<file path="src/rtl/rmt_ingress_arbiter.sv">
// rmt_ingress_arbiter
// Frame-atomic round-robin arbiter in front of the RMT match stage. One source
// port owns the ingress for a whole frame; beats pass through a single
// registered output stage and carry their source index on m_axis_tid.
//
// state  | meaning
// IDLE   | no frame owner; pick next requester after last_grant (1 cycle)
// ACTIVE | granted port forwards beats until its tlast beat is accepted

module rmt_ingress_arbiter #(
    parameter int DATA_WIDTH  = 64,
    parameter int KEEP_WIDTH  = (DATA_WIDTH + 7) / 8,
    parameter int USER_WIDTH  = 8,
    parameter int PORT_COUNT  = 4,
    parameter int ID_WIDTH    = (PORT_COUNT > 1) ? $clog2(PORT_COUNT) : 1,
    parameter int COUNT_WIDTH = 32
) (
    input  logic                             clk,
    input  logic                             rst,
    input  logic [PORT_COUNT*DATA_WIDTH-1:0] s_axis_tdata,
    input  logic [PORT_COUNT*KEEP_WIDTH-1:0] s_axis_tkeep,
    input  logic [PORT_COUNT-1:0]            s_axis_tvalid,
    output logic [PORT_COUNT-1:0]            s_axis_tready,
    input  logic [PORT_COUNT-1:0]            s_axis_tlast,
    input  logic [PORT_COUNT*USER_WIDTH-1:0] s_axis_tuser,
    output logic [DATA_WIDTH-1:0]            m_axis_tdata,
    output logic [KEEP_WIDTH-1:0]            m_axis_tkeep,
    output logic                             m_axis_tvalid,
    input  logic                             m_axis_tready,
    output logic                             m_axis_tlast,
    output logic [USER_WIDTH-1:0]            m_axis_tuser,
    output logic [ID_WIDTH-1:0]              m_axis_tid,
    output logic [COUNT_WIDTH-1:0]           frame_count
);

    typedef enum logic [0:0] {
        IDLE   = 1'b0,
        ACTIVE = 1'b1
    } state_t;

    state_t                state, state_nxt;
    logic [ID_WIDTH-1:0]   grant, grant_nxt;
    logic [ID_WIDTH-1:0]   last_grant, last_grant_nxt;

    logic                  arb_found;
    logic [ID_WIDTH-1:0]   arb_pick;
    logic                  hi_found, lo_found;
    logic [ID_WIDTH-1:0]   hi_pick, lo_pick;

    logic [DATA_WIDTH-1:0] sel_data;
    logic [KEEP_WIDTH-1:0] sel_keep;
    logic [USER_WIDTH-1:0] sel_user;
    logic                  sel_valid;
    logic                  sel_last;

    logic                  out_ready;
    logic                  accept;

    // The output register can take a beat when it is empty or being drained.
    assign out_ready = !m_axis_tvalid || m_axis_tready;

    // Round-robin pick: lowest requester above last_grant, else lowest at or below it.
    always_comb begin
        hi_found = 1'b0;
        lo_found = 1'b0;
        hi_pick  = '0;
        lo_pick  = '0;
        for (int i = PORT_COUNT - 1; i >= 0; i--) begin
            if (s_axis_tvalid[i]) begin
                if (i > int'(last_grant)) begin
                    hi_found = 1'b1;
                    hi_pick  = ID_WIDTH'(i);
                end else begin
                    lo_found = 1'b1;
                    lo_pick  = ID_WIDTH'(i);
                end
            end
        end
        arb_found = hi_found || lo_found;
        arb_pick  = hi_found ? hi_pick : lo_pick;
    end

    // Select the granted source's beat.
    always_comb begin
        sel_data  = '0;
        sel_keep  = '0;
        sel_user  = '0;
        sel_valid = 1'b0;
        sel_last  = 1'b0;
        for (int i = 0; i < PORT_COUNT; i++) begin
            if (grant == ID_WIDTH'(i)) begin
                sel_data  = s_axis_tdata[i*DATA_WIDTH +: DATA_WIDTH];
                sel_keep  = s_axis_tkeep[i*KEEP_WIDTH +: KEEP_WIDTH];
                sel_user  = s_axis_tuser[i*USER_WIDTH +: USER_WIDTH];
                sel_valid = s_axis_tvalid[i];
                sel_last  = s_axis_tlast[i];
            end
        end
    end

    // Next-state, grant bookkeeping and source ready generation.
    always_comb begin
        state_nxt      = state;
        grant_nxt      = grant;
        last_grant_nxt = last_grant;
        s_axis_tready  = '0;
        accept         = 1'b0;
        case (state)
            IDLE: begin
                if (arb_found) begin
                    grant_nxt = arb_pick;
                    state_nxt = ACTIVE;
                end
            end
            ACTIVE: begin
                for (int i = 0; i < PORT_COUNT; i++) begin
                    if (grant == ID_WIDTH'(i)) begin
                        s_axis_tready[i] = out_ready;
                    end
                end
                accept = sel_valid && out_ready;
                if (accept && sel_last) begin
                    state_nxt      = IDLE;
                    last_grant_nxt = grant;
                end
            end
            default: begin
                state_nxt = IDLE;
            end
        endcase
    end

    // State register; reset gives port 0 first priority.
    always_ff @(posedge clk) begin
        if (rst) begin
            state      <= IDLE;
            grant      <= '0;
            last_grant <= ID_WIDTH'(PORT_COUNT - 1);
        end else begin
            state      <= state_nxt;
            grant      <= grant_nxt;
            last_grant <= last_grant_nxt;
        end
    end

    // Output register: load accepted beats, drop valid once drained, hold while stalled.
    always_ff @(posedge clk) begin
        if (rst) begin
            m_axis_tvalid <= 1'b0;
            m_axis_tdata  <= '0;
            m_axis_tkeep  <= '0;
            m_axis_tlast  <= 1'b0;
            m_axis_tuser  <= '0;
            m_axis_tid    <= '0;
        end else if (accept) begin
            m_axis_tvalid <= 1'b1;
            m_axis_tdata  <= sel_data;
            m_axis_tkeep  <= sel_keep;
            m_axis_tlast  <= sel_last;
            m_axis_tuser  <= sel_user;
            m_axis_tid    <= grant;
        end else if (m_axis_tready) begin
            m_axis_tvalid <= 1'b0;
        end
    end

    // Count frames as their tlast beat is taken from the source; wraps naturally.
    always_ff @(posedge clk) begin
        if (rst) begin
            frame_count <= '0;
        end else if (accept && sel_last) begin
            frame_count <= frame_count + COUNT_WIDTH'(1);
        end
    end

endmodule

</file>
<file path="config.mk">
export PLATFORM = sky130hd
export DESIGN_NAME = rmt_ingress_arbiter
export DESIGN_NICKNAME = d
export VERILOG_FILES = /design/src/rtl/rmt_ingress_arbiter.sv
export SDC_FILE = /design/constraint.sdc
export NUM_CORES = 1
export LEC_CHECK = 0
export ABC_AREA = 1
export BUFFER_PORTS_ARGS = -buffer_cell sky130_fd_sc_hd__buf_2
export CORE_AREA = 4 4 174 176
export DETAILED_ROUTE_END_ITERATION = 10
export DIE_AREA = 0 0 178 180
export GPL_ROUTABILITY_DRIVEN = 0
export PLACE_DENSITY_LB_ADDON = 0.08
export SLEW_MARGIN = 40
export SYNTH_ARGS = -nofsm -noshare
export SYNTH_HDL_FRONTEND = slang
export SYNTH_SLANG_ARGS = --single-unit
</file>
<file path="constraint.sdc">
create_clock -name clk -period 1.63 [get_ports clk]
set_clock_uncertainty 0.15 [all_clocks]
set_input_delay 0.163 -clock clk [delete_from_list [all_inputs] [get_ports clk]]
set_output_delay 0.163 -clock clk [all_outputs]
set_load 0.05 [all_outputs]
</file>
Word level (Yosys, flattened, before mapping)
Index checks and enable logic that the tools add are counted.
Word-level totals
  bits of input ports: 331
  register bits after elaboration: 121
  logic and storage cells: 86
Cells by class
  $add $sub $neg: 1
  muxes and demuxes: 58
  $lt $le $gt $ge: 3
  bitwise logic cells: 1
  equality and inequality tests: 3
  reductions and logical operators: 10
Operators with widths (count)
  $mux W64: 4
  $mux W8: 8
  $add A32 B1 Y32 const B: 1
  $mux W1: 30
  $mux W2: 14
  $eq A2 B2 Y1 const B: 2
  $gt A2 B2 Y1 const A: 2
  $mux W4: 1
  $reduce_and A2 Y1: 2
  $logic_and A1 B1 Y1: 3
  $eq A2 B1 Y1 const B: 1
  $gt A1 B2 Y1 const A: 1
  $logic_not A2 Y1: 1
  $logic_or A1 B1 Y1: 2
  $pmux W1 S2: 1
  $reduce_bool A2 Y1: 1
  $logic_not A1 Y1: 1
  $not A1 Y1: 1

Logic depth before layout (Yosys ltp)
Gate-level depths: netlist of run 1.
  word-level depth: 11
  gate-level depth with buffers: 14
  depth with buffers taken out: 11

Least setup slack after synthesis of run 1
No wires, ideal clock.
  path kind: flip-flop to flip-flop
  from: reg m_axis_tvalid
  to: reg last_grant[1]
  stages on the path, launching flop included: 11
  arrival: 2021 ps
  path slack: -677 ps
  required time: 1344 ps
  period minus slack after synthesis: 2307 ps
  setup time: 136 ps
  cell sequence: dfxtp_1 > nand2_1 > nand2_1 > nor2_2 > nand2_1 > nand2_2 > buf_6 > nand2_4 > buf_4 > nand2_1 > o211ai_1
On the way
  word-level cells in the longest chain between the ends: 5
Ends and longest elaborated chain
  start, declared: RTL line 28  | output logic m_axis_tvalid,
  start signal, assigned: RTL line 149  | m_axis_tvalid <= 1'b0;
  start signal, assigned: RTL line 156  | m_axis_tvalid <= 1'b1;
  start signal, assigned: RTL line 163  | m_axis_tvalid <= 1'b0;
  $logic_not A1 Y1: RTL line 60  | assign out_ready = !m_axis_tvalid || m_axis_tready;
  $logic_or A1 B1 Y1: RTL line 60
  $logic_and A1 B1 Y1: RTL line 121  | accept = sel_valid && out_ready;
  $logic_and A1 B1 Y1: RTL line 122  | if (accept && sel_last) begin
  $reduce_and A2 Y1 (no line)
  end signal, assigned: RTL line 138  | last_grant <= ID_WIDTH'(PORT_COUNT - 1);
  end signal, assigned: RTL line 142  | last_grant <= last_grant_nxt;
  end, declared: RTL line 43  | logic [ID_WIDTH-1:0] last_grant, last_grant_nxt;
Every way passes these cells.
A chain may end at the register's enable or synchronous reset.

Worst setup path after layout of run 1
  from: reg grant[0]
  to: reg frame_count[17]
On the way
  word-level cells in the longest chain between the ends: 8
Ends and longest elaborated chain
  start, declared: RTL line 42  | logic [ID_WIDTH-1:0] grant, grant_nxt;
  start signal, assigned: RTL line 141  | grant <= grant_nxt;
  $logic_not A2 Y1: RTL line 91  | if (grant == ID_WIDTH'(i)) begin
  $mux W1 (4 in a row): RTL line 91
  $logic_and A1 B1 Y1: RTL line 121
  $mux W1: RTL line 108  | case (state)
  $logic_and A1 B1 Y1 *: RTL line 171  | end else if (accept && sel_last) begin
  end signal, assigned: RTL line 172  | frame_count <= frame_count + COUNT_WIDTH'(1);
  end, declared: RTL line 33  | output logic [COUNT_WIDTH-1:0] frame_count
Every way passes the cells marked *; elsewhere a longest branch is shown, timed or not.

==> results by group, run 1 <==
Synth
  • Compound-Gate Fraction of Synth Area: 0.225
  • Post-Synthesis Net Count: 1448
  • Post-synth ARST share: 0
  • Syn Area/Cell: 6.21 um2
  • Cell Area, Synth: 6930 um2
  • Synth Register Bits: 121
  • Register area share after synthesis: 0.350
  • Number of synthesized flops with an enable pin: 0
  • Ys flop type: dfxtp_1
  • Post-Synth Adder-Cell Area: 0.00181
  • Post-synth cell types: 28
  • Post-Synth XOR/XNOR Area: 0.0152
  • Largest family of logic cells by synthesized area: simple AND/OR/NAND/NOR gates
  • YS warnings: 0
  • Mux contribution to synthesized area: 0
  • Area share of and/or/nand/nor cells after synthesis: 0.340
  • Post-Syn Instances: 1116

Power
  • P_leak: 6.93 nW
  • Worst vdd ir: 0.693 mV
  • Power per cell area: 976 nW/um2
  • Switch share: 0.414
  • Sequential Power Share: 0.254
  • Clock share of power: 0.269
  • Pint: 8.42 mW
  • P_sw: 5.94 mW
  • Comb power frac: 0.477

STA
  • Worst-Margin Slew: 0.457 ns
  • Fmax: 559 MHz
  • Max-slew violation count: 0
  • Final WS setup: -0.158 ns
  • Setup TNS: -9.34 ns
  • Slew headroom: 0.696
  • Final worst-path cycle share: 1.10
  • Setup-failing EPs final: 116
  • Tmin final: 1.79 ns
  • Unrepaired setup endpoints after global routing: yes
  • Fin. Hold Viols: 0

CTS
  • Clk_lat worst skew: 0.42 ns
  • Clock Pin Slew Worst Setup and Hold Paths: 0.06 ns
  • CTS Sinks: 121
  • Clock tree buffer depth: 2
  • CTS tree: yes
  • Max H-tree Level: 4
  • Clock root buffer: clkbuf_16
  • Num CTS Buffers: 17

Floorplanning
  • Initial core utilization: 0.242
  • Io pins: 451
  • Die area: 32000 um2
  • Die H: 180 um
  • Die W: 178 um
  • Std-Cell Rows: 62
  • Core Area: 28600 um2

Global route
  • GRT Total Usage: 0.231
  • Wire length of the first global-routing pass: 58600 um
  • Largest net degree at the start of global routing: 71
  • Grt ovf: 0
  • Via count of the first global-routing pass: 10.8k
  • Initial antenna violation count: 6

Worst setup path
  • Crit path launch type: flip-flop
  • Critical path launch point: grant[0]
  • RR Startpoint: grant[0]
  • Worst-case reg-to-reg path depth: 10
  • Critical path fanouts, max: 7
  • Worst reg2reg setup slack: -0.16 ns
  • Crit path capture type: flip-flop
  • WP data arrival: 1.99 ns
  • RR Endpoint: frame_count[17]
  • Worst endpoint required time: 1.83 ns
  • CP Class: flip-flop to flip-flop

Route
  • Final WL: 41600 um
  • Antenna viol nets, final: 0
  • DRC: 0
  • Drt first pass iters: 5
  • Wirelength per Cell: 18.2 um
  • Vias per cell: 4.75
  • Starting DRT DRC Count: 568
  • Routed vias: 10.9k

Hold path
  • Hold Path Stages: 5
  • Min-Delay Endpoint: m_axis_tdata[24]
  • Min-delay src: s_axis_tdata[152]
  • Min-delay worst type: primary input to flip-flop

Placement
  • DP Worst Slack: -0.412 ns
  • DP HPWL: 27500 um
  • IO buf count: 450

Outcome
  • Failing checks: setup timing
  • Status: complete, but fails checks

Final layout
  • Area delta synth->final: 112%
  • Total Nets Final: 2221
  • Layout cells sized above 1: 0.408

Job
  • Count of maximum capacitance violations: 0
==> worst max-delay path: stages, from the launching register on <==
cell and delay [ns]:
dfxtp_4 0.39, nand2_4 0.11, o21ai_2 0.06, nor2_2 0.14
nand2_4 0.08, buf_6 0.12, a21oi_4 0.20, buf_12 0.15
buf_8 0.13, nand2_1 0.06, a21oi_1 0.12
==> area by class of cell <==
| type | instances | area, um2 |
|---|---|---|
| diodes | 3 | 7.51 |
| inverters | 37 | 149 |
| clock inverters | 10 | 119 |
| flip-flops and latches | 121 | 2450 |
| clock buffers | 21 | 470 |
| well taps | 384 | 480 |
| repair buffers | 820 | 6270 |
| multi-input cells | 892 | 4770 |
| fillers | 2755 | 13900 |
==> worst max path at each step <==
stage | to | cells past startpoint | slack (ns)
after floorplan | last_grant[1] | 10 | -0.20
after global placement | m_axis_tdata[27] | 7 | -0.39
after detailed placement | m_axis_tdata[27] | 7 | -0.41
after CTS | s_axis_tready[1] | 4 | -0.15
after global routing | frame_count[8] | 11 | -0.24
final | frame_count[17] | 10 | -0.16
==> through the flow <==
step                utilization  cell area [um2]  std cells  hold WS, ns  power, mW
floorplan                     -             7090       1116        0.196       6.92
detailed placement        0.361            10300       1974        0.302       8.72
finish                    0.514            14700       2288      0.00148       14.4
global route              0.514            14700       2288      0.00458       15.0
CTS                       0.478            13700       2259     0.000865       13.4
global placement          0.361            10300       1974        0.291       8.72
==> timing repair <==
action / 4_1_cts / 5_1_grt
gates resized for setup: 47 / 225
hold buffers: 245 / 0
hold endpoints to repair: 77 / 0
endpoints found under the setup margin: 124 / 126
setup buffers: 6 / 12
pin swaps: 5 / 38
gates cloned: 3 / 16
==> synthesized netlist by cell type, types with 5 or more instances <==
cell / count / area share
nand2_1: 429 / 0.23
a21oi_1: 167 / 0.12
dfxtp_1: 121 / 0.35
o21ai_0: 89 / 0.064
nand3_1: 79 / 0.057
nor2_1: 65 / 0.035
clkbuf_1: 46 / 0.025
inv_1: 32 / 0.017
a221oi_1: 26 / 0.033
buf_2: 10 / 0.0072
clkbuf_2: 7 / 0.0051
xor2_1: 7 / 0.0088
inv_2: 5 / 0.0027
xnor2_1: 5 / 0.0063
==> flip-flops by register name (all words and copies together), names as in the netlist <==
register and count:
last_grant 2, m_axis_tvalid 1, grant 2, m_axis_tdata 64
frame_count 32, m_axis_tuser 8, m_axis_tkeep 8, m_axis_tlast 1
m_axis_tid 2, state 1
==> placed cells by master, fill, tap and decap left out, types with 3 or more instances in the layout <==
cell type,count
o21ai_0,10
nand2_4,12
o21ai_1,30
nor2_1,62
xnor2_1,5
a221oi_2,6
clkinvlp_4,3
inv_1,31
buf_6,17
nor2_4,3
o211ai_1,3
dfxtp_4,3
buf_4,73
inv_4,4
buf_8,3
diode_2,3
buf_2,446
nand2_8,6
dfxtp_2,11
clkbuf_8,3
dfxtp_1,107
nand2_1,404
o21ai_2,49
a221oi_1,18
nor2_2,3
buf_12,22
dlygate4sd3_1,245
nor3_4,3
nand2_2,15
nand3_2,7
buf_16,3
clkbuf_16,27
a21oi_1,124
nand3_1,72
xor2_1,7
a21oi_2,43
==> power by group through the flow <==
stage	sequential (mW)	combinational, mW	clock, mW
2_1_floorplan	4.95	1.97	0
3_3_place_gp	3.62	5.10	0
3_5_place_dp	3.63	5.10	0
4_1_cts	3.58	5.90	3.95
5_1_grt	3.70	7.27	4.07
6_report	3.65	6.85	3.86
==> cells by family after synthesis <==
| family | Yosys count |
|---|---|
| AO/OA/AOI/OAI | 288 |
| AND/OR/NAND/NOR | 586 |
| XOR/XNOR | 12 |
| buffers and inverters | 108 |
| adder cells (fa/ha/maj) | 1 |
| flip-flops | 121 |
==> per-layer routing <==
layer	vias up	routed length (um)	GRT usage
met1	4990	17700	0.286
met5	-	30	0
met2	460	19600	0.381
li1	5295	-	-
met3	109	2710	0.0595
met4	6	1570	0.0953
Note: power is estimated with default switching activity, not from simulation.
==> run 2, diff against run 1 <==
--- a/config.mk
+++ b/config.mk
@@ -5,11 +5,11 @@
 export SDC_FILE = /design/constraint.sdc
 export NUM_CORES = 1
 export LEC_CHECK = 0
-export ABC_AREA = 1
+export ABC_AREA = 0
 export BUFFER_PORTS_ARGS = -buffer_cell sky130_fd_sc_hd__buf_2
-export CORE_AREA = 4 4 174 176
+export CORE_AREA = 4 4 173 175
 export DETAILED_ROUTE_END_ITERATION = 10
-export DIE_AREA = 0 0 178 180
+export DIE_AREA = 0 0 177 179
 export GPL_ROUTABILITY_DRIVEN = 0
 export PLACE_DENSITY_LB_ADDON = 0.08
 export SLEW_MARGIN = 40
==> results by group, run 2 <==
Outcome
  • Status: complete, but fails checks (unchanged)
  • Failing checks: setup timing (unchanged)

STA
  • Final worst-path cycle share: 1.17 (was 1.10)
  • Tmin final: 1.91 ns (was 1.79 ns)
  • Setup-failing EPs final: 122 (was 116)
  • Unrepaired setup endpoints after global routing: yes (unchanged)
  • Worst hold slack: 0.0547 ns (was 0.00148 ns)
  • Final WS setup: -0.285 ns (was -0.158 ns)
  • Fin. Hold Viols: 0 (unchanged)
  • Worst-Margin Slew: 0.524 ns (was 0.457 ns)
  • Fmax: 522 MHz (was 559 MHz)
  • Slew headroom: 0.650 (was 0.696)
  • Max-slew violation count: 0 (unchanged)
  • Setup TNS: -26.25 ns (was -9.34 ns)

Placement
  • Dpl cell area: 10300 um2 (about the same)
  • DP HPWL: 23500 um (was 27500 um)
  • IO buf count: 450 (unchanged)
  • Placed Instances: 1558 (was 1974)

Route
  • Drt first pass iters: 4 (was 5)
  • Starting DRT DRC Count: 325 (was 568)
  • Uppermost layer routed: met5 (unchanged)
  • Final WL: 30900 um (was 41600 um)
  • Routed vias: 7454 (was 10.9k)
  • Vias per cell: 4.58 (was 4.75)
  • Met1 Wirelength: 12400 um (was 17700 um)
  • DRC: 0 (unchanged)
  • WL met2: 15900 um (was 19600 um)
  • Routed wl met3: 2340 um (was 2710 um)
  • Antenna viol nets, final: 0 (unchanged)
  • Wirelength per Cell: 19.0 um (was 18.2 um)

Power
  • Sequential Power Share: 0.305 (was 0.254)
  • Power per cell area: 907 nW/um2 (was 976 nW/um2)
  • Pwr Total: 10.6 mW (was 14.4 mW)
  • Switch share: 0.329 (was 0.414)
  • Pint: 7.13 mW (was 8.42 mW)
  • Clock share of power: 0.371 (was 0.269)
  • Worst vdd ir: 0.448 mV (was 0.693 mV)
  • P_sw: 3.50 mW (was 5.94 mW)
  • P_leak: 5.18 nW (was 6.93 nW)
  • Comb power frac: 0.323 (was 0.477)

Job
  • Count of maximum capacitance violations: 0 (unchanged)

Final layout
  • Finished Layout Cells: 1628 (was 2288)
  • Most common cell after layout, fill and taps aside: buf_2 (unchanged)
  • Largest registers: m_axis_tdata x64, frame_count x32 (unchanged)
  • Total Nets Final: 1556 (was 2221)
  • Max reg flops: 64 (unchanged)
  • Fin area: 11700 um2 (was 14700 um2)
  • Most frequent cells in the layout: buf_2 (445), nand2_1 (164), dfxtp_1 (91) (was buf_2 (446), nand2_1 (404), dlygate4sd3_1 (245))
  • Largest register by flop count: m_axis_tdata (unchanged)
  • Area delta synth->final: 76.5% (was 112%)
  • Layout cells sized above 1: 0.631 (was 0.408)

Synth
  • Syn Area/Cell: 9.53 um2 (was 6.21 um2)
  • Post-synth cell types: 38 (was 28)
  • Cell Area, Synth: 6640 um2 (was 6930 um2)
  • Register area share after synthesis: 0.365 (was 0.350)
  • Top post-synthesis cells by area: dfxtp_1 (36%), mux4_2 (28%), nand2_1 (10%) (was dfxtp_1 (35%), nand2_1 (23%), a21oi_1 (12%))
  • Post-synth ARST share: 0 (unchanged)
  • YS warnings: 0 (unchanged)
  • Top cells by count, synth: nand2_1 (180), dfxtp_1 (121), a21oi_1 (102), mux4_2 (82), clkbuf_1 (36) (was nand2_1 (429), a21oi_1 (167), dfxtp_1 (121), o21ai_0 (89), nand3_1 (79))
  • Synth Register Bits: 121 (unchanged)
  • Cell taking the most area after synthesis: dfxtp_1 (unchanged)
  • Yosys top cell area share: 0.365 (was 0.350)
  • Number of synthesized flops with an enable pin: 0 (unchanged)
  • Most frequent cell after synthesis: nand2_1 (unchanged)
  • Post-Synthesis Net Count: 1029 (was 1448)
  • Post-Syn Instances: 697 (was 1116)
  • Ys flop type: dfxtp_1 (unchanged)

Worst setup path
  • Slowest library cell on the worst path: mux4_2 (was dfxtp_4)
  • Worst-case reg-to-reg path depth: 7 (was 10)
  • Worst endpoint required time: 1.79 ns (was 1.83 ns)
  • Worst setup endpoint: m_axis_tdata[53] (was frame_count[17])
  • Critical path launch point: grant[0] (unchanged)
  • Cell Chain, Critical Path: mux4_2 -> and3_4 -> buf_4 -> buf_12 -> clkbuf_16 -> nand2_1 -> a21oi_1 (was nand2_4 -> o21ai_2 -> nor2_2 -> nand2_4 -> buf_6 -> a21oi_4 -> buf_12 -> buf_8 -> nand2_1 -> a21oi_1)
  • Crit path launch type: flip-flop (unchanged)
  • RR Endpoint: m_axis_tdata[53] (was frame_count[17])
  • Cell depth of the worst setup path: 7 (was 10)
  • RR Startpoint: grant[0] (unchanged)
  • Buffer and inverter count on the worst path: 3 (unchanged)
  • Critical path fanouts, max: 9 (was 7)
  • CP Class: flip-flop to flip-flop (unchanged)
  • CP delay by family, top: multiplexers (was buffers and inverters)
  • Crit path capture type: flip-flop (unchanged)
  • WP data arrival: 2.07 ns (was 1.99 ns)
  • Worst reg2reg setup slack: -0.28 ns (was -0.16 ns)
  • CP max stage delay: 0.51 ns (was 0.39 ns)

Global route
  • Grt ovf: 0 (unchanged)
  • Wire length of the first global-routing pass: 43200 um (was 58600 um)
  • Via count of the first global-routing pass: 7510 (was 10.8k)
  • GRT Total Usage: 0.176 (was 0.231)
  • Initial antenna violation count: 10 (was 6)
  • Largest net degree at the start of global routing: 35 (was 71)

CTS
  • Max H-tree Level: 4 (unchanged)
  • CTS tree: yes (unchanged)
  • Clk_lat worst skew: 0.42 ns (about the same)
  • Clock root buffer: clkbuf_16 (unchanged)
  • Hold buffer count at cts: 0 (was 245)
  • Clock Pin Slew Worst Setup and Hold Paths: 0.06 ns (about the same)
  • Clock tree buffer depth: 2 (unchanged)
  • Num CTS Buffers: 17 (unchanged)
  • CTS Sinks: 121 (unchanged)

Floorplanning
  • Die W: 177 um (was 178 um)
  • Die H: 179 um (was 180 um)
  • Std-Cell Rows: 62 (unchanged)
  • Core Area: 28500 um2 (was 28600 um2)
  • Initial core utilization: 0.233 (was 0.242)
  • Die area: 31700 um2 (was 32000 um2)
  • Io pins: 451 (unchanged)

Hold path
  • Min-delay worst type: primary input to flip-flop (unchanged)
[run 2: changes by cell type after synthesis, moves of 14 or more]
cell	before	now
nand3_1	79	11
o21ai_0	89	16
mux4_2	0	82
a21oi_1	167	102
nand2_1	429	180
a221oi_1	26	1
inv_1	32	10
or3_1	0	14
nor2_1	65	24
[run 2: worst min-delay path by stage]
stage,start,to,slack (ns),cells after the start
2_1_floorplan,m_axis_tready,m_axis_tvalid,0.24,2
3_3_place_gp,m_axis_tdata[58],m_axis_tdata[58],0.29,2
3_5_place_dp,m_axis_tdata[49],m_axis_tdata[49],0.29,2
4_1_cts,rst,frame_count[10],0.03,2
5_1_grt,rst,frame_count[8],0.05,2
6_report,rst,frame_count[10],0.05,2
[run 2: worst reg2reg max path: cells and delay by family (launching register included)]
family,cells,cell delay (ns)
compound gates,1,0.06
buf+inv,3,0.46
flops,1,0.37
mux,1,0.51
simple gates,2,0.26
[run 2: timing repair]
item | 4_1_cts | 5_1_grt
endpoints found under the setup margin | 122 | 122
gates cloned | 2 | 12
resized for setup | 33 | 59
pin swaps | 10 | 32
setup buffers | 11 | 8
[run 2: cells by family (layout without fill, tap and decap cells)]
group / Yosys count / after routing / share of synthesized area
multiplexers: 86 / 86 / 0.284
XOR/XNOR: 15 / 15 / 0.0198
AO/OA/AOI/OAI: 127 / 127 / 0.0995
adder cells (fa/ha/maj): 1 / 1 / 0.00188
AND/OR/NAND/NOR: 280 / 280 / 0.188
buffers and inverters: 67 / 607 / 0.0422
other: 0 / 7 / 0
flip-flops: 121 / 121 / 0.365
[run 2: through the flow]
step	worst slack [ns]	util
2_1_floorplan	-0.340	-
3_3_place_gp	-0.319	0.361
3_5_place_dp	-0.344	0.361
4_1_cts	-0.294	0.394
5_1_grt	-0.380	0.412
6_report	-0.285	0.412
[run 2: routing by layer]
layer / track usage / vias up
met5: 0 / -
met4: 0.0438 / 6
met1: 0.211 / 3563
li1: - / 3612
met3: 0.0544 / 25
met2: 0.310 / 248
[run 2: layout make-up]
class	count	area (um2)
Fill cell	2952	16800
Tap cell	384	480
Multi-Input combinational cell	509	4420
Timing Repair Buffer	565	3660
Clock inverter	12	139
Inverter	10	37.5
Antenna cell	7	17.5
Clock buffer	20	478
Sequential cell	121	2490
[run 2: power by group through the flow]
stage | Combinational (mW) | Sequential [mW] | Clock (mW)
2_1_floorplan | 1.35 | 3.93 | 0
3_5_place_dp | 3.05 | 3.32 | 0
3_3_place_gp | 3.05 | 3.31 | 0
5_1_grt | 3.68 | 3.27 | 4.21
4_1_cts | 3.22 | 3.25 | 4.07
6_report | 3.44 | 3.25 | 3.95
